==> config.mk <==
export PLATFORM = sky130hd
export DESIGN_NAME = alu_core
export DESIGN_NICKNAME = d
export VERILOG_FILES = /design/src/rtl/alu_pkg.sv /design/src/rtl/alu_shifter.sv /design/src/rtl/alu_core.sv
export SDC_FILE = /design/constraint.sdc
export NUM_CORES = 1
export LEC_CHECK = 0
export BUFFER_PORTS_ARGS = -buffer_cell sky130_fd_sc_hd__buf_4
export CORE_MARGIN = 5
export CORE_UTILIZATION = 40
export CTS_CLUSTER_DIAMETER = 60
export DETAILED_ROUTE_END_ITERATION = 12
export PLACE_DENSITY_LB_ADDON = 0.15
export REMOVE_ABC_BUFFERS = 1
export SLEW_MARGIN = 20
export SYNTH_ARGS = -nofsm -noshare
export SYNTH_HDL_FRONTEND = slang
export SYNTH_HIERARCHICAL = 1
export SYNTH_SLANG_ARGS = --single-unit
export TNS_END_PERCENT = 1
==> constraint.sdc <==
create_clock -name clk -period 6.58 [get_ports clk]
set_input_delay 0.658 -clock clk [delete_from_list [all_inputs] [get_ports clk]]
set_output_delay 0.658 -clock clk [all_outputs]
set_load 0.005 [all_outputs]
==> src/rtl/alu_pkg.sv <==
// Shared ALU definitions: datapath width, opcode encodings, flag bit
// positions and the shifter mode type.
package alu_pkg;

  localparam int unsigned ALU_WIDTH = 32;
  localparam int unsigned OP_W      = 5;
  localparam int unsigned FLAG_W    = 3;

  localparam logic [OP_W-1:0] ALU_ADD   = 5'b00000;
  localparam logic [OP_W-1:0] ALU_SUB   = 5'b00001;
  localparam logic [OP_W-1:0] ALU_AND   = 5'b00010;
  localparam logic [OP_W-1:0] ALU_OR    = 5'b00011;
  localparam logic [OP_W-1:0] ALU_XOR   = 5'b00100;
  localparam logic [OP_W-1:0] ALU_NOR   = 5'b00101;
  localparam logic [OP_W-1:0] ALU_NOT   = 5'b00110;
  localparam logic [OP_W-1:0] ALU_SLL   = 5'b00111;
  localparam logic [OP_W-1:0] ALU_SRL   = 5'b01000;
  localparam logic [OP_W-1:0] ALU_SRA   = 5'b01001;
  localparam logic [OP_W-1:0] ALU_SLT   = 5'b01010;
  localparam logic [OP_W-1:0] ALU_SLTU  = 5'b01011;
  localparam logic [OP_W-1:0] ALU_PASSB = 5'b01100;

  localparam int unsigned FLAG_C = 0;
  localparam int unsigned FLAG_Z = 1;
  localparam int unsigned FLAG_V = 2;

  typedef enum logic [1:0] {
    SH_SLL = 2'b00,
    SH_SRL = 2'b01,
    SH_SRA = 2'b10
  } shift_mode_e;

endpackage

==> src/rtl/alu_shifter.sv <==
// Combinational barrel shifter with shift-out carry.
//   a      : value to shift
//   shamt  : shift amount (0..WIDTH-1)
//   mode   : SH_SLL / SH_SRL / SH_SRA
//   result : shifted value
//   carry  : last bit shifted out, 0 when shamt is 0
module alu_shifter
  import alu_pkg::*;
#(
  parameter int unsigned WIDTH = ALU_WIDTH,
  parameter int unsigned SHW   = $clog2(WIDTH)
) (
  input  logic [WIDTH-1:0] a,
  input  logic [SHW-1:0]   shamt,
  input  shift_mode_e      mode,
  output logic [WIDTH-1:0] result,
  output logic             carry
);

  // One guard bit on the exit side catches the last bit shifted out.
  logic [WIDTH:0]        sll_c;
  logic [WIDTH:0]        srl_c;
  logic signed [WIDTH:0] sra_c;

  assign sll_c = {1'b0, a} << shamt;
  assign srl_c = {a, 1'b0} >> shamt;
  assign sra_c = $signed({a, 1'b0}) >>> shamt;

  // Select the shift flavour.
  always_comb begin
    result = a;
    carry  = 1'b0;
    case (mode)
      SH_SLL: begin
        result = sll_c[WIDTH-1:0];
        carry  = sll_c[WIDTH];
      end
      SH_SRL: begin
        result = srl_c[WIDTH:1];
        carry  = srl_c[0];
      end
      SH_SRA: begin
        result = sra_c[WIDTH:1];
        carry  = sra_c[0];
      end
      default: begin
        result = a;
        carry  = 1'b0;
      end
    endcase
  end

endmodule

==> src/rtl/alu_core.sv <==
// Registered integer ALU for the execute stage.
//   clk      : rising-edge clock
//   rst_n    : synchronous active-low reset
//   A, B     : operands (B[SHW-1:0] is the shift amount)
//   controls : opcode
//   flags    : registered {overflow, zero, carry}
//   out      : registered result
module alu_core
  import alu_pkg::*;
#(
  parameter int unsigned WIDTH = ALU_WIDTH
) (
  input  logic              clk,
  input  logic              rst_n,
  input  logic [WIDTH-1:0]  A,
  input  logic [WIDTH-1:0]  B,
  input  logic [OP_W-1:0]   controls,
  output logic [FLAG_W-1:0] flags,
  output logic [WIDTH-1:0]  out
);

  localparam int unsigned SHW = $clog2(WIDTH);
  localparam int unsigned MSB = WIDTH - 1;

  logic [WIDTH:0]      sum_c;
  logic [WIDTH:0]      diff_c;
  logic [WIDTH-1:0]    sh_res_c;
  logic                sh_carry_c;
  shift_mode_e         sh_mode_c;
  logic [WIDTH-1:0]    res_c;
  logic                carry_c;
  logic                ovf_c;
  logic [FLAG_W-1:0]   flags_c;

  // Subtraction as A + ~B + 1 so the carry-out means "no borrow".
  assign sum_c  = {1'b0, A} + {1'b0, B};
  assign diff_c = {1'b0, A} + {1'b0, ~B} + (WIDTH+1)'(1);

  // Shifter mode decode.
  always_comb begin
    sh_mode_c = SH_SLL;
    case (controls)
      ALU_SRL: sh_mode_c = SH_SRL;
      ALU_SRA: sh_mode_c = SH_SRA;
      default: sh_mode_c = SH_SLL;
    endcase
  end

  alu_shifter #(
    .WIDTH (WIDTH),
    .SHW   (SHW)
  ) u_shifter (
    .a      (A),
    .shamt  (B[SHW-1:0]),
    .mode   (sh_mode_c),
    .result (sh_res_c),
    .carry  (sh_carry_c)
  );

  // Result, carry and overflow selection; undefined opcodes yield zero.
  always_comb begin
    res_c   = '0;
    carry_c = 1'b0;
    ovf_c   = 1'b0;
    case (controls)
      ALU_ADD: begin
        res_c   = sum_c[WIDTH-1:0];
        carry_c = sum_c[WIDTH];
        ovf_c   = (A[MSB] == B[MSB]) && (sum_c[MSB] != A[MSB]);
      end
      ALU_SUB: begin
        res_c   = diff_c[WIDTH-1:0];
        carry_c = diff_c[WIDTH];
        ovf_c   = (A[MSB] != B[MSB]) && (diff_c[MSB] != A[MSB]);
      end
      ALU_AND:   res_c = A & B;
      ALU_OR:    res_c = A | B;
      ALU_XOR:   res_c = A ^ B;
      ALU_NOR:   res_c = ~(A | B);
      ALU_NOT:   res_c = ~A;
      ALU_SLL, ALU_SRL, ALU_SRA: begin
        res_c   = sh_res_c;
        carry_c = sh_carry_c;
      end
      ALU_SLT:   res_c = WIDTH'($signed(A) < $signed(B));
      ALU_SLTU:  res_c = WIDTH'(A < B);
      ALU_PASSB: res_c = B;
      default: begin
        res_c   = '0;
        carry_c = 1'b0;
        ovf_c   = 1'b0;
      end
    endcase
  end

  // Flag vector assembly.
  always_comb begin
    flags_c         = '0;
    flags_c[FLAG_C] = carry_c;
    flags_c[FLAG_Z] = (res_c == '0);
    flags_c[FLAG_V] = ovf_c;
  end

  // Output registers.
  always_ff @(posedge clk) begin
    if (!rst_n) begin
      out   <= '0;
      flags <= '0;
    end else begin
      out   <= res_c;
      flags <= flags_c;
    end
  end

endmodule

# After elaboration in Yosys (flattened, before gate mapping)
# Index checks and enable logic that the tools add are counted.
totals:
  output_inout_bits: 35
  regBits: 35
  in_bits: 71
  word_cells: 46
op_classes:
  n_reduce_logical: 6
  bitwise: 6
  n_eq_ne: 18
  n_addsub: 3
  shift: 3
  n_lt_le_gt_ge: 2
  n_mux: 6
ops:
  columns: ["operator", "n"]
  rows:
  - ["$pmux 32 s11", 1]
  - ["$not 32->32", 3]
  - ["$pmux 32 s3", 1]
  - ["$add 32x32->33", 2]
  - ["$lt 32x32->1", 2]
  - ["$add 33x1->33 const B", 1]
  - ["$shl 32x5->33", 1]
  - ["$shr 33x5->33", 1]
  - ["$sshr 33x5->33", 1]
  - ["$and 32x32->32", 1]
  - ["$logic_not 32->1", 1]
  - ["$or 32x32->32", 1]
  - ["$xor 32x32->32", 1]
  - ["$eq 5x4->1 const B", 5]
  - ["$eq 5x3->1 const B", 4]
  - ["$eq 5x2->1 const B", 2]
  - ["$pmux 1 s3", 2]
  - ["$eq 5x1->1 const B", 1]
  - ["$logic_not 5->1", 1]
  - ["$pmux 2 s2", 1]
  - ["$ne 1x1->1", 3]
  - ["$reduce_or 3->1", 1]
  - ["$eq 2x1->1 const B", 1]
  - ["$eq 2x2->1 const B", 1]
  - ["4 further kinds", 5]

# Logic depth before layout (Yosys ltp)
# Gate-level depths: netlist of run 1.
depth:
  ltp_word: 6
  ltp_mapped: 22
  ltp_nobuf: 17

# Cells and area by module
# The synthesis of run 1 kept the hierarchy.
modules_own_cells:
  columns: ["module", "seq_area_each_um2", "area_per_inst_um2", "cells_per_inst", "n_inst"]
  rows:
  - ["alu_core", 700.7, 7551.0, 1111, 1]
  - ["alu_shifter", 0.0, 4680.7, 624, 1]

# Worst setup path before layout of run 1
# Ideal clock, no wire load.
synth_path:
  kind: "input -> register"
  start: "input port controls[2]"
  end: "register flags[1]"
  t_required_ns: 6.519
  path_buffers: 4
  t_arrival_ns: 5.057
  slack_ns: 1.463
  path_stages: 20
  setup_time_ns: 0.061
  path_cell_list: "buf_2 -> clkbuf_1 -> clkbuf_1 -> nand2b_1 -> nor3_1 -> nor2_1 -> clkbuf_1 -> nand2_1 -> nor3_1 -> a2111oi_0 -> a21oi_1 -> a22oi_1 -> o2111ai_1 -> a2111oi_0 -> and3_1 -> o2111ai_1 -> or4_1 -> a2111o_1 -> nor4_1 -> and4_1"
synth_between:
  elab_chain_cells: 6
  word_cells_on_any_way: 21
  classes_between: "eq/ne: 14; mux: 3; reduce/logical: 4"
synth_rtl:
  columns: ["element", "line", "source"]
  rows:
  - ["from (decl)", "alu_core.sv:17", "input logic [OP_W-1:0] controls,"]
  - ["$eq 5x4->1", "alu_core.sv:42", "case (controls)"]
  - ["$pmux 2 s2 *", "alu_core.sv:42", null]
  - ["named net sh_mode_c[1]", "alu_core.sv:29", "shift_mode_e sh_mode_c;"]
  - ["$eq 2x2->1, or another cell as far along", "alu_shifter.sv:33", "case (mode)"]
  - ["$pmux 32 s3 *", "alu_shifter.sv:33", null]
  - ["named net sh_res_c[2]", "alu_core.sv:27", "logic [WIDTH-1:0] sh_res_c;"]
  - ["$pmux 32 s11 *", "alu_core.sv:65", "case (controls)"]
  - ["$logic_not 32->1 *", "alu_core.sv:100", "flags_c[FLAG_Z] = (res_c == '0);"]
  - ["to (signal assigned)", "alu_core.sv:111", "flags <= flags_c;"]
  - ["to (decl)", "alu_core.sv:18", "output logic [FLAG_W-1:0] flags,"]
# Mark *: on every way through the listed nets, which the timed path passes. The rest lies on a longest branch.
# A chain may end at the register's enable or synchronous reset.

# Worst setup path after layout of run 1
layout_path:
  start: "input port controls[0]"
  end: "register flags[1]"
# Same word-level chain as after synthesis.

==> key figures, run 1 <==
Route
  • DR vias/cell: around 7.0
  • Initial DRC count: ~2,100
  • Routed WL: 64,540 µm
  • WL/cell: between 20 and 30 µm
  • DRT Pass-1 Iters: 8
  • Antenna viol nets, final: 0
  • Drc violations: 0
  • Vias: between 15,000 and 20,000

Synthesis
  • Number of synthesized flops with an enable pin: 0
  • Post-Syn Area: ~12,000 µm²
  • Netlist cell types: 97
  • Avg Cell Area, Syn: 7.050 µm²
  • Post-synth ARST share: 0
  • Post-synthesis xor/xnor area fraction: 0.004296
  • Largest family of logic cells by synthesized area: compound AO/OA/AOI/OAI gates
  • Adder-cell share of the synthesized area: 0.1056
  • Post-synthesis compound-gate area fraction: 0.3465
  • Main synth FF type: dfxtp_1
  • Synthesized instance count: approximately 1,700
  • Post-synthesis simple-gate area fraction: 0.2316
  • Mux share of post-synthesis cell area: 0.1679
  • Ys Warns: 6
  • Register area share after synthesis: 0.05728
  • Yosys reg bits: 35

Final layout
  • Final Util: 0.4419
  • Layout Cells excl Fill: about 2,200
  • Most frequent cells in the layout: nor2_1, nand2_1, buf_4, a21oi_1, o21ai_0
  • Final-layout fill cell count: around 3,200
  • Fin nets: between 1,500 and 2,000
  • Most common cell after layout, fill and taps aside: nor2_1
  • Area of the multi-input gates: ~11,000 µm²
  • Area Growth Syn to Fin: 9.932%
  • Register area: between 700 and 800 µm²
  • Antenna cells: 0
  • Fraction of final layout cells sized beyond drive strength 1: 0.1670

GRT
  • GRT Residual Overflow: 0
  • Met2 Usage GRT: 0.5614
  • Gr busiest metal: met2
  • Number of global-route vias before repair: 14,214
  • GRT Resource Usage Total: 0.3616
  • Largest net degree at the start of global routing: 57
  • First-pass GRT wire length: 94,450 µm
  • Initial antenna violation count: 1
  • Grt met3 use: 0.05342
  • Met1 usage: 0.4919

Worst setup path
  • Crit-path max FO: 26
  • Critical path arrival: between 6 and 7 ns
  • Crit path kind: primary input to flip-flop
  • Setup crit end kind: flip-flop
  • Critical Path RT: roughly 6.8 ns
  • Critical path startpoint category: primary input

Floorplan
  • Die area: about 34,000 µm²
  • Core Region: 30,430 µm²
  • Initial Util: 0.4020
  • Die X: approximately 180 µm
  • Row cnt: 64
  • Top Ports: between 100 and 150
  • Chip Height: about 180 µm

Timing
  • Max-slew violations: 0
  • Setup TNS: 0 ns
  • Min cycle time layout: between 6 and 7 ns
  • Worst Max-Slew Pin Slew: a little over 1 ns
  • RSZ-0062 raised after global routing: false
  • Slew margin rel.: 0.3150
  • Final setup viols: 0
  • Final Cycle Share: 0.9266
  • Hold Vio Cnt, Final: 0
  • Maximum clock frequency: roughly 160 MHz
  • Final hold slack: 0.7461 ns

Power
  • Leak pwr: roughly 5.5 nW
  • Maximum VDD drop: between 0.1 and 0.15 mV
  • Power per cell area: 120.7 nW/µm²
  • Total power: 1.623 mW

Placement
  • Port bufs: roughly 110
  • Placer Congestion: 1.000
  • Placed insts: around 2,100
  • Post-detail-place hpwl: 49,190 µm

Run
  • Number of max-cap violations: 0

Clock network
  • Clk buf depth: 2
  • CTS Hold Bufs: 0
  • Total clock sinks: 35
  • Setup Fix Bufs, Post-CTS: 0
  • Clock slew seen by the registers of the worst setup and hold paths: 0.06 ns
  • CTS tree: built
  • Number of buffers created by CTS: 5
  • CTS H-tree depth: 2
  • CTS Root Cell: clkbuf_16
  • Post_cts resized: 0

Worst hold path
  • Class of the worst hold path: primary input to flip-flop

Outcome
  • Status: finished, final reports clean
==> sequential cells by signal, summed over array words and instances (netlist names) <==
signal / cells
out: 32
flags: 3
==> cells by family (layout without fill, tap and decap cells) <==
group                      Yosys count  count (layout)
muxes                              146             146
AOI/OAI and AO/OA                  609             609
xor gates and xnor gates             6               6
buffers and inverters              243             269
and+or+nand+nor                    594             594
DFF                                 35              35
adders and majority gates          102             102
==> synth_stat cells (16+ instances only) <==
cell type  number  share of area
a211oi_1       34          0.021
a21o_1         20          0.012
a21oi_1       127          0.052
a221oi_1       21          0.015
a22oi_1        25          0.015
a31oi_1        22          0.011
and2_1         16         0.0082
buf_1          18         0.0055
buf_2          34          0.014
clkbuf_1       70          0.021
dfxtp_1        35          0.057
ha_1          100           0.10
inv_1         100          0.031
mux2_2         40          0.037
mux2i_1        63          0.052
mux4_2         42          0.077
nand2_1       162          0.050
nand2b_1       25          0.013
nand3_1        42          0.017
nor2_1        185          0.057
nor2b_1        21          0.011
nor3_1         37          0.015
o211ai_1       33          0.020
o21ai_0       107          0.044
o22ai_1        27          0.014
o31ai_1        20          0.012
==> per-layer routing <==
metal	routed length, µm	vias up
li1	-	6626
met4	3940	2
met3	6015	234
met2	28060	991
met5	8	-
met1	26520	7333
==> power by group <==
group,internal [mW],switching (mW)
Sequential,0.230,0.00461
Combinational,0.394,0.717
Clock,0.179,0.0992
==> through the flow <==
step / worst slack [ns] / instance area, µm²
floorplan: 0.9114 / 11560
global placement: 0.06458 / 13270
detailed placement: 0.1007 / 13270
CTS: 0.3602 / 13440
global route: 0.2474 / 13450
finish: 0.4828 / 13450
==> area by class of cell <==
type,count,share of cell area
flip-flops and latches,35,0.05211
clock buffers,5,0.009305
repair buffers,156,0.08803
well taps,396,0.03685
multi-input cells,1457,0.7811
inverters,105,0.02931
clock inverters,3,0.003257
==> final timing paths <==
kind  depth (start not counted)         from        to
max                          16  controls[0]  flags[1]
min                           2        rst_n   out[18]
==> critical path, cell delays in order <==
cell,delay (ns)
buf_4,0.22
nor3_1,0.30
nor2b_1,0.24
buf_4,0.29
nand2b_1,0.48
o22ai_1,0.20
a32o_1,0.31
a22oi_2,0.31
o221ai_1,0.34
a211o_1,0.36
a211oi_2,0.59
o2111ai_1,0.20
or4_1,0.60
a2111o_1,0.37
nor4_1,0.55
and4_1,0.27
Note: power is estimated with default switching activity, not from simulation.
==> run 2: changes to the inputs <==
--- a/config.mk
+++ b/config.mk
@@ -10,7 +10,7 @@
 export CORE_UTILIZATION = 40
 export CTS_CLUSTER_DIAMETER = 60
 export DETAILED_ROUTE_END_ITERATION = 12
-export PLACE_DENSITY_LB_ADDON = 0.15
+export MAX_ROUTING_LAYER = met4
 export REMOVE_ABC_BUFFERS = 1
 export SLEW_MARGIN = 20
 export SYNTH_ARGS = -nofsm -noshare
==> key figures, run 2 (synthesis results as in run 1) <==
Power
  • Clock power frac: 0.152
  • Leak pwr: 5.584 nW
  • Maximum VDD drop: ~0.085 mV
  • Internal Power: around 0.77 mW
  • Net Sw Power: 0.8387 mW
  • Sw Ratio: 0.5228
  • Power per cell area: 118.8 nW/µm²
  • Flop pwr share: 0.146
  • Combinational power share: 0.701

GRT
  • GRT Residual Overflow: 0
  • Initial antenna violation count: 4
  • Number of global-route vias before repair: 14,384
  • Largest net degree at the start of global routing: 54
  • First-pass GRT wire length: between 90,000 and 100,000 µm
  • GRT Resource Usage Total: 0.3879

Final layout
  • Fin nets: a little under 2,000
  • Fraction of final layout cells sized beyond drive strength 1: 0.1725
  • Area of the multi-input gates: approximately 10,000 µm²
  • Most frequent cells in the layout: nor2_1, buf_4, nand2_1, a21oi_1, o21ai_0
  • Final-layout fill cell count: 3,222
  • Largest reg by FF count: out
  • Largest registers: out (32), flags (3)
  • Most common cell after layout, fill and taps aside: nor2_1
  • Layout Cells excl Fill: around 2,200
  • Final instance area: roughly 14,000 µm²
  • Largest register FFs: 32
  • Register area: 700.7 µm²
  • Area Growth Syn to Fin: 10.43%

Route
  • Drc violations: 0
  • Routed WL: 67,350 µm
  • Vias: 15,386
  • Initial DRC count: between 2,000 and 2,500
  • WL/cell: between 30 and 40 µm
  • DRT Pass-1 Iters: 6
  • Antenna viol nets, final: 0
  • DR vias/cell: ~7

Worst setup path
  • Critical Path Source: controls[0]
  • Critical Path RT: 6.81 ns
  • Critical path startpoint category: primary input
  • Crit-path max FO: 26
  • Setup crit end kind: flip-flop
  • Crit path kind: primary input to flip-flop
  • Critical path arrival: a little over 6 ns

Worst hold path
  • Class of the worst hold path: primary input to flip-flop
  • HP Start: rst_n

Clock network
  • CTS Root Cell: clkbuf_16
  • Total clock sinks: 35
  • Clock slew seen by the registers of the worst setup and hold paths: 0.06 ns
  • Number of buffers created by CTS: 5
  • Post_cts resized: 0
  • CTS H-tree depth: 2
  • CTS Hold Bufs: 0
  • Setup Fix Bufs, Post-CTS: 0
  • CTS tree: built
  • Clk buf depth: 2

Floorplan
  • Row cnt: 64
  • Top Ports: around 110
  • Die area: between 30,000 and 40,000 µm²
  • Core Region: about 30,000 µm²
  • Chip Height: 184.9 µm
  • Initial Util: 0.4020
  • Die X: around 180 µm

Placement
  • Placed insts: 2,162
  • Setup Slack @ Placement: 0.5484 ns
  • Port bufs: approximately 110
  • Placer Congestion: between 1 and 1.5
  • Post-detail-place hpwl: 51,830 µm
  • Placed inst area: ~13,000 µm²

Timing
  • Slew margin rel.: 0.1896
  • Final Cycle Share: 0.9072
  • Final hold slack: 0.7554 ns
  • Setup TNS: 0 ns
  • Final setup viols: 0
  • Worst Max-Slew Pin Slew: 1.200 ns
  • Fin worst setup slack: 0.6106 ns
  • Maximum clock frequency: 167.5 MHz
  • Hold Vio Cnt, Final: 0
  • Max-slew violations: 0
  • RSZ-0062 raised after global routing: false
  • Min cycle time layout: 5.969 ns

Run
  • Number of max-cap violations: 0

Outcome
  • Status: finished, final reports clean
[run 2: cell types whose count changed in the layout (fill, tap and decap cells not counted), sizes merged]
cell      delta
diode        +5
bufinv       -1
buf         +13
clkinv       -1
clkinvlp     +2
[run 2: cell type report]
class | count | area share
Clock buffer | 5 | 0.009263
Tap cell | 396 | 0.03668
Sequential cell | 35 | 0.05187
Clock inverter | 3 | 0.001482
Inverter | 105 | 0.02918
Timing Repair Buffer | 169 | 0.09392
Multi-Input combinational cell | 1457 | 0.7767
Antenna cell | 5 | 0.0009263
[run 2: worst paths after layout]
kind / endpoint / slack, ns / cells past startpoint
min: out[21] / 0.76 / 2
max: flags[1] / 0.61 / 15
[run 2: per-layer routing]
metal | global-route usage | wire length (µm)
met1 | 0.5033 | 26890
met2 | 0.6010 | 29860
met3 | 0.05479 | 6661
met4 | 0.1744 | 3937
met5 | - | 0
[run 2: power groups by stage]
stage          Clock, mW  Combinational (mW)  Sequential (mW)
3_5_place_dp           0                1.08            0.240
6_report           0.244                1.13            0.235
4_1_cts            0.244                1.08            0.235
3_3_place_gp           0                1.08            0.239
5_1_grt            0.255                1.18            0.236
2_1_floorplan          0               0.604            0.242
[run 2: critical path, stage by stage]
cell and delay [ns]:
buf_4 0.20, nor3_1 0.29, nor2b_1 0.65, nand2b_1 0.50
o22ai_1 0.20, a32o_1 0.30, a22oi_2 0.29, o221ai_1 0.32
a211o_1 0.34, a211oi_1 0.72, o2111ai_1 0.22, or4_1 0.54
a2111o_1 0.39, nor4_1 0.32, and4_1 0.22
[run 2: metrics by stage]
step / utilization / power, mW
4_1_cts: 0.4435 / 1.563
5_1_grt: 0.4438 / 1.674
2_1_floorplan: - / 0.8460
6_report: 0.4439 / 1.604
3_3_place_gp: 0.4387 / 1.321
3_5_place_dp: 0.4387 / 1.319
